**config.mk**
```make
export PLATFORM = sky130hd
export DESIGN_NAME = nlp_token_stream_flat
export DESIGN_NICKNAME = d
export VERILOG_FILES = /design/src/rtl/nlp_token_stream_if.sv /design/src/rtl/nlp_token_stream.sv /design/src/flat_wrapper.sv
export SDC_FILE = /design/constraint.sdc
export NUM_CORES = 1
export LEC_CHECK = 0
export ABC_AREA = 0
export CORE_ASPECT_RATIO = 1.5
export CORE_MARGIN = 2
export CORE_UTILIZATION = 45
export CTS_CLUSTER_DIAMETER = 100
export DETAILED_ROUTE_END_ITERATION = 8
export DONT_BUFFER_PORTS = 1
export PLACE_DENSITY = 0.67
export REMOVE_ABC_BUFFERS = 1
export SLEW_MARGIN = 25
export SYNTH_ARGS = -nofsm -noshare
export SYNTH_HDL_FRONTEND = slang
export SYNTH_SLANG_ARGS = --single-unit
```
**constraint.sdc**
```tcl
create_clock -name clk -period 4.3 [get_ports clk]
set_clock_uncertainty 0.2 [all_clocks]
set_input_delay 1.075 -clock clk [delete_from_list [all_inputs] [get_ports clk]]
set_output_delay 1.075 -clock clk [all_outputs]
set_load 0.01 [all_outputs]
```
**src/rtl/nlp_token_stream_if.sv**
```systemverilog
// Token-stream bus: character input handshake plus token FIFO output handshake
// and status. The master drives characters and pops tokens; the slave is the
// segmenting/hashing block.
interface nlp_token_stream_if #(
    parameter int unsigned DW    = 8,
    parameter int unsigned AW    = 8,
    parameter int unsigned LW    = 5,
    parameter int unsigned DEPTH = 8
);
    localparam int unsigned CW = $clog2(DEPTH) + 1;

    logic [DW-1:0] datain;
    logic          din_valid;
    logic          din_ready;
    logic [AW-1:0] tok_addr;
    logic [LW-1:0] tok_len;
    logic          tok_trunc;
    logic          tok_valid;
    logic          tok_ready;
    logic [CW-1:0] fifo_count;
    logic          overflow;

    modport master (
        output datain,
        output din_valid,
        output tok_ready,
        input  din_ready,
        input  tok_addr,
        input  tok_len,
        input  tok_trunc,
        input  tok_valid,
        input  fifo_count,
        input  overflow
    );

    modport slave (
        input  datain,
        input  din_valid,
        input  tok_ready,
        output din_ready,
        output tok_addr,
        output tok_len,
        output tok_trunc,
        output tok_valid,
        output fifo_count,
        output overflow
    );
endinterface

```
**src/rtl/nlp_token_stream.sv**
```systemverilog
// Word segmenter and keyword hasher. Characters are folded into a rotate/xor
// hash until a delimiter, then the (address, length, truncated) record is
// queued in a first-word-fall-through FIFO that the lookup stages drain.
module nlp_token_stream #(
    parameter int unsigned DW        = 8,
    parameter int unsigned AW        = 8,
    parameter int unsigned MAX_CHARS = 16,
    parameter int unsigned DEPTH     = 8,
    parameter int unsigned LW        = 5
) (
    input logic             clk,
    input logic             rst,
    nlp_token_stream_if.slave bus
);
    localparam int unsigned PW = $clog2(DEPTH);
    localparam int unsigned CW = PW + 1;
    localparam int unsigned XW = DW + 8;

    typedef enum logic [1:0] {
        StIdle,
        StCollect,
        StPush
    } state_e;

    state_e        r_state;
    state_e        w_state_next;
    logic [AW-1:0] r_hash;
    logic [AW-1:0] w_hash_next;
    logic [LW-1:0] r_len;
    logic [LW-1:0] w_len_next;
    logic          r_trunc;
    logic          w_trunc_next;

    logic [AW-1:0] r_mem_addr  [DEPTH];
    logic [LW-1:0] r_mem_len   [DEPTH];
    logic          r_mem_trunc [DEPTH];
    logic [PW-1:0] r_wr_ptr;
    logic [PW-1:0] r_rd_ptr;
    logic [CW-1:0] r_count;
    logic          r_overflow;

    logic [XW-1:0] w_din_ext;
    logic [AW-1:0] w_char;
    logic [AW-1:0] w_hash_rot;
    logic          w_is_delim;
    logic          w_din_ready;
    logic          w_accept;
    logic          w_full;
    logic          w_empty;
    logic          w_pop;
    logic          w_push;
    logic          w_stall;

    // Widen before comparing so delimiter codes stay exact for any DW.
    assign w_din_ext  = XW'(bus.datain);
    assign w_is_delim = (w_din_ext == XW'(8'h20)) || (w_din_ext == XW'(8'h0A)) ||
                        (w_din_ext == '0);
    assign w_char     = AW'(bus.datain);
    assign w_hash_rot = {r_hash[AW-4:0], r_hash[AW-1:AW-3]};

    assign w_full      = (r_count == CW'(DEPTH));
    assign w_empty     = (r_count == '0);
    assign w_pop       = bus.tok_ready && !w_empty;
    assign w_din_ready = (r_state != StPush);
    assign w_accept    = bus.din_valid && w_din_ready;
    // A pop in the same cycle frees the slot, so a full FIFO does not stall then.
    assign w_stall     = (r_state == StPush) && w_full && !w_pop;

    // Word FSM: next state, word hash/length/truncation and the push strobe.
    always_comb begin
        w_state_next = r_state;
        w_hash_next  = r_hash;
        w_len_next   = r_len;
        w_trunc_next = r_trunc;
        w_push       = 1'b0;
        unique case (r_state)
            StIdle: begin
                // Delimiters here are dropped so empty words never reach the FIFO.
                if (w_accept && !w_is_delim) begin
                    w_hash_next  = w_char;
                    w_len_next   = LW'(1);
                    w_trunc_next = 1'b0;
                    w_state_next = StCollect;
                end
            end
            StCollect: begin
                if (w_accept) begin
                    if (w_is_delim) begin
                        w_state_next = StPush;
                    end else if (r_len == LW'(MAX_CHARS)) begin
                        // Hash and length freeze once the word is over-long.
                        w_trunc_next = 1'b1;
                    end else begin
                        w_hash_next = w_hash_rot ^ w_char;
                        w_len_next  = r_len + LW'(1);
                    end
                end
            end
            StPush: begin
                if (!w_stall) begin
                    w_push       = 1'b1;
                    w_hash_next  = '0;
                    w_len_next   = '0;
                    w_trunc_next = 1'b0;
                    w_state_next = StIdle;
                end
            end
            default: begin
                w_state_next = StIdle;
            end
        endcase
    end

    // FSM and word-state registers.
    always_ff @(posedge clk or posedge rst) begin
        if (rst) begin
            r_state <= StIdle;
            r_hash  <= '0;
            r_len   <= '0;
            r_trunc <= 1'b0;
        end else begin
            r_state <= w_state_next;
            r_hash  <= w_hash_next;
            r_len   <= w_len_next;
            r_trunc <= w_trunc_next;
        end
    end

    // FIFO storage; contents are don't-care until the count marks them valid.
    always_ff @(posedge clk) begin
        if (w_push) begin
            r_mem_addr[r_wr_ptr]  <= r_hash;
            r_mem_len[r_wr_ptr]   <= r_len;
            r_mem_trunc[r_wr_ptr] <= r_trunc;
        end
    end

    // FIFO pointers, occupancy and the sticky stall flag.
    always_ff @(posedge clk or posedge rst) begin
        if (rst) begin
            r_wr_ptr   <= '0;
            r_rd_ptr   <= '0;
            r_count    <= '0;
            r_overflow <= 1'b0;
        end else begin
            if (w_push) begin
                r_wr_ptr <= r_wr_ptr + PW'(1);
            end
            if (w_pop) begin
                r_rd_ptr <= r_rd_ptr + PW'(1);
            end
            case ({w_push, w_pop})
                2'b10:   r_count <= r_count + CW'(1);
                2'b01:   r_count <= r_count - CW'(1);
                default: r_count <= r_count;
            endcase
            if (w_stall) begin
                r_overflow <= 1'b1;
            end
        end
    end

    // Head-of-FIFO outputs, forced to zero while empty so reset reads all-zero.
    always_comb begin
        bus.din_ready  = w_din_ready;
        bus.tok_valid  = !w_empty;
        bus.tok_addr   = '0;
        bus.tok_len    = '0;
        bus.tok_trunc  = 1'b0;
        bus.fifo_count = r_count;
        bus.overflow   = r_overflow;
        if (!w_empty) begin
            bus.tok_addr  = r_mem_addr[r_rd_ptr];
            bus.tok_len   = r_mem_len[r_rd_ptr];
            bus.tok_trunc = r_mem_trunc[r_rd_ptr];
        end
    end
endmodule
```
**src/flat_wrapper.sv**
```systemverilog
// flat-port wrapper written by rule: the top's interface ports become plain ports
module nlp_token_stream_flat 
#(
    parameter int unsigned DW        = 8,
    parameter int unsigned AW        = 8,
    parameter int unsigned MAX_CHARS = 16,
    parameter int unsigned DEPTH     = 8,
    parameter int unsigned LW        = 5
)
  (clk, rst, bus_datain, bus_din_valid, bus_tok_ready, bus_din_ready, bus_tok_addr, bus_tok_len, bus_tok_trunc, bus_tok_valid, bus_fifo_count, bus_overflow);
  nlp_token_stream_if #(.DW(DW), .AW(AW), .LW(LW), .DEPTH(DEPTH)) bus_i ();
  input logic clk;
  input logic rst;
  input wire logic [$bits(bus_i.datain)-1:0] bus_datain;
  input wire logic [$bits(bus_i.din_valid)-1:0] bus_din_valid;
  input wire logic [$bits(bus_i.tok_ready)-1:0] bus_tok_ready;
  output wire logic [$bits(bus_i.din_ready)-1:0] bus_din_ready;
  output wire logic [$bits(bus_i.tok_addr)-1:0] bus_tok_addr;
  output wire logic [$bits(bus_i.tok_len)-1:0] bus_tok_len;
  output wire logic [$bits(bus_i.tok_trunc)-1:0] bus_tok_trunc;
  output wire logic [$bits(bus_i.tok_valid)-1:0] bus_tok_valid;
  output wire logic [$bits(bus_i.fifo_count)-1:0] bus_fifo_count;
  output wire logic [$bits(bus_i.overflow)-1:0] bus_overflow;
  assign bus_i.datain = bus_datain;
  assign bus_i.din_valid = bus_din_valid;
  assign bus_i.tok_ready = bus_tok_ready;
  assign bus_din_ready = bus_i.din_ready;
  assign bus_tok_addr = bus_i.tok_addr;
  assign bus_tok_len = bus_i.tok_len;
  assign bus_tok_trunc = bus_i.tok_trunc;
  assign bus_tok_valid = bus_i.tok_valid;
  assign bus_fifo_count = bus_i.fifo_count;
  assign bus_overflow = bus_i.overflow;
  nlp_token_stream #(.DW(DW), .AW(AW), .MAX_CHARS(MAX_CHARS), .DEPTH(DEPTH), .LW(LW)) u_core (.clk(clk), .rst(rst), .bus(bus_i));
endmodule
```
==> flow_summary.json <==
{
  "status": "complete, no violations",
  "cp_cell_sequence": "buf_12 -> mux4_2 -> mux2i_1 -> nor2_1",
  "synth-edff-count": 112,
  "synthFlopType": "edfxtp_1",
  "r2r.worst_path.cells": 11,
  "net-switching-power_mw": 1.338,
  "insertion_delay_ns": 0.41,
  "fin_crit_sh_pct": 81.33,
  "cts_resized": 0,
  "num_rows": 51,
  "place_congestion": 0.7302,
  "synth_cells": 363,
  "cp-end-kind": "output port",
  "hp-class": "reg -> reg",
  "p_clk_share_pct": 31.5,
  "antenna_found_initial": 0,
  "core-area_um2": 13020,
  "cts_inserted_buffers": 17,
  "track_usage_pct": 16.94,
  "min_path_cells": 2,
  "ys_seq_area_share_pct": 66.90,
  "grt_pass1_vias": 3264,
  "power_density_nw_per_um2": 652.0,
  "crit_arrival_ns": 2.22,
  "dieArea_um2": 14380,
  "root_buffer": "clkbuf_16",
  "ys_types": 54,
  "synth_area_leaders": "edfxtp_1 56%, dfrtp_1 11%, mux4_2 10%",
  "grt_max_degree": 28,
  "seq_power_share_pct": 44.4,
  "avgViaCountPerCell": 5.720,
  "irDropWorstVdd_mv": 0.4387,
  "antenna_cells": 0,
  "path_max_fanout": 19,
  "gr-total-overflow": 0,
  "worstSetupPathType": "reg -> out",
  "cts_buffer_depth": 2,
  "routed_wl_um": 11430,
  "start_util_pct": 46.38,
  "area.growth.synth_to_final_pct": 13.62,
  "critPathMaxStageDelay_ns": 0.79,
  "routedWlPerCell_um": 20.79,
  "port_buffers": 0,
  "drv_slew": 0,
  "htreeDepth": 4,
  "yosys.area.top_type": "edfxtp_1",
  "cp_slowest_cell": "dfrtp_2",
  "vias": 3146,
  "postCtsSetupRepairBufs": 0,
  "synth_seq_cells": 139,
  "grt_pass1_wl_um": 18140,
  "die_x_um": 98.57,
  "drc_errors": 0,
  "clkSinkCount": 139,
  "final_nets": 402,
  "clk_pin_slew_ns": 0.05,
  "hold_buffers": 0,
  "dr.pass1.iters": 5,
  "async_reset_ff_share_pct": 19.42,
  "worstMarginPinSlew_ns": 1.015,
  "startpoint_type": "flip-flop",
  "syn_area_um2": 6037,
  "place_ws_ns": 1.129,
  "switching_share_pct": 29.93,
  "setup-tns-final_ns": 0,
  "setup_viol": 0,
  "relSlewSlack_pct": 32.36,
  "synth.most_common_cell": "edfxtp_1",
  "avgSynthCellArea_um2": 16.63,
  "drive_gt1_share_pct": 23.02,
  "die_h_um": 145.9,
  "post-route-min-period_ns": 3.497,
  "rsz0062_at_grt": "no",
  "drtIter0Drc": 236,
  "p_int_mw": 3.134,
  "setup_slack_ns": 0.8026,
  "io_pins": 33,
  "synth_top_area_share_pct": 55.71,
  "yosys_warnings": 0,
  "fmax_ghz": 0.2859,
  "leakagePower_nw": 2.495,
  "whs_ns": 0.3377,
  "synth.top_cells.by_count": "112 x edfxtp_1, 28 x mux4_2, 27 x dfrtp_1",
  "ant_nets": 0,
  "dp_hpwl_um": 7292,
  "pwr-share-comb_pct": 24.1,
  "crit_required_ns": 3.02,
  "max_cap_viol_count": 0,
  "cts_tree": "built",
  "hold_viol_final": 0
}
==> per-layer routing <==
metal | up-vias | routed length [um] | track usage (%)
met5 | - | 0 | 0
met4 | 0 | 236 | 6.096
met3 | 18 | 552 | 4.707
met2 | 82 | 6220 | 30.07
met1 | 1609 | 4424 | 19.43
li1 | 1437 | - | -
==> through the flow <==
step                      instances  area, um2  util [%]  power, mW
after floorplan                 350       5968         -      2.779
after global placement          519       6279     48.23      3.082
after detailed placement        519       6279     48.23      3.115
after CTS                       550       6859     52.69      4.525
after global routing            550       6859     52.69      4.699
final                           550       6859     52.69      4.472
==> layout make-up <==
class / instances / area [um2]
clock inverters: 13 / 151.4
well taps: 159 / 198.9
multi-input cells: 192 / 1868
clock buffers: 18 / 429.2
fillers: 1073 / 6158
flip-flops and latches: 139 / 4040
inverters: 19 / 71.32
repair buffers: 10 / 100.1
==> power by group through the flow <==
stage	clock network (mW)	logic, mW	registers, mW
6_report	1.41	1.08	1.99
4_1_cts	1.43	1.10	1.99
2_1_floorplan	0	0.834	1.95
5_1_grt	1.49	1.18	2.03
3_5_place_dp	0	1.09	2.02
3_3_place_gp	0	1.08	2.00
==> sequential cells by signal, indices dropped and copies added (netlist names) <==
register               count
u_core.bus.fifo_count      4
u_core.r_len               5
u_core.r_rd_ptr            3
u_core.r_mem_addr         64
u_core.bus.overflow        1
u_core.r_hash              8
u_core.r_mem_trunc         8
u_core.r_mem_len          40
u_core.r_trunc             1
u_core.r_wr_ptr            3
u_core.r_state             2
==> worst paths after layout <==
path / end / from / slack (ns)
setup / recovery: bus_tok_len[0] / u_core.r_rd_ptr[0] / 0.80
hold / removal: u_core.r_wr_ptr[0] / u_core.r_wr_ptr[0] / 0.34
setup reg to reg: u_core.bus.fifo_count[2] / u_core.bus.fifo_count[0] / 1.16
hold reg to reg: u_core.r_wr_ptr[0] / u_core.r_wr_ptr[0] / 0.34
max in group asynchronous: u_core.r_rd_ptr[0] / rst / 3.05
min in group asynchronous: u_core.r_rd_ptr[1] / rst / 0.42
==> worst max-delay path: cells and delay by family, from the launching register on <==
family | cells | cell delay (ns)
multiplexers | 2 | 0.65
AND/OR/NAND/NOR | 1 | 0.11
flip-flops | 1 | 0.79
buffers and inverters | 1 | 0.25
==> layout by cell type, fill, tap and decap left out, types with 2 or more instances in the layout <==
master and instances:
a21oi_1 3, a22o_1 7, and3_1 2, buf_12 2
buf_4 8, bufinv_16 3, clkbuf_16 17, clkinv_1 3
clkinv_2 2, clkinvlp_4 3, dfrtp_1 26, edfxtp_1 112
ha_1 11, inv_1 17, inv_2 2, mux2_2 3
mux2_4 6, mux2i_1 19, mux4_2 28, nand2_1 13
nand2b_1 5, nand3_1 6, nand3b_1 6, nand4_1 2
nor2_1 26, nor2b_1 2, nor3_1 4, nor3_2 2
nor3b_1 4, o21ai_0 9, o22ai_1 2, xnor2_1 4
xor2_1 4
==> kinds of logic after synthesis <==
| group | share of synthesized area [%] |
|---|---|
| flops | 66.90 |
| simple gates | 7.233 |
| mux | 15.65 |
| compound gates | 4.456 |
| buf+inv | 2.321 |
| fa+ha+maj | 2.280 |
| xor+xnor | 1.161 |
No activity file was read; power rests on OpenSTA's default activity.
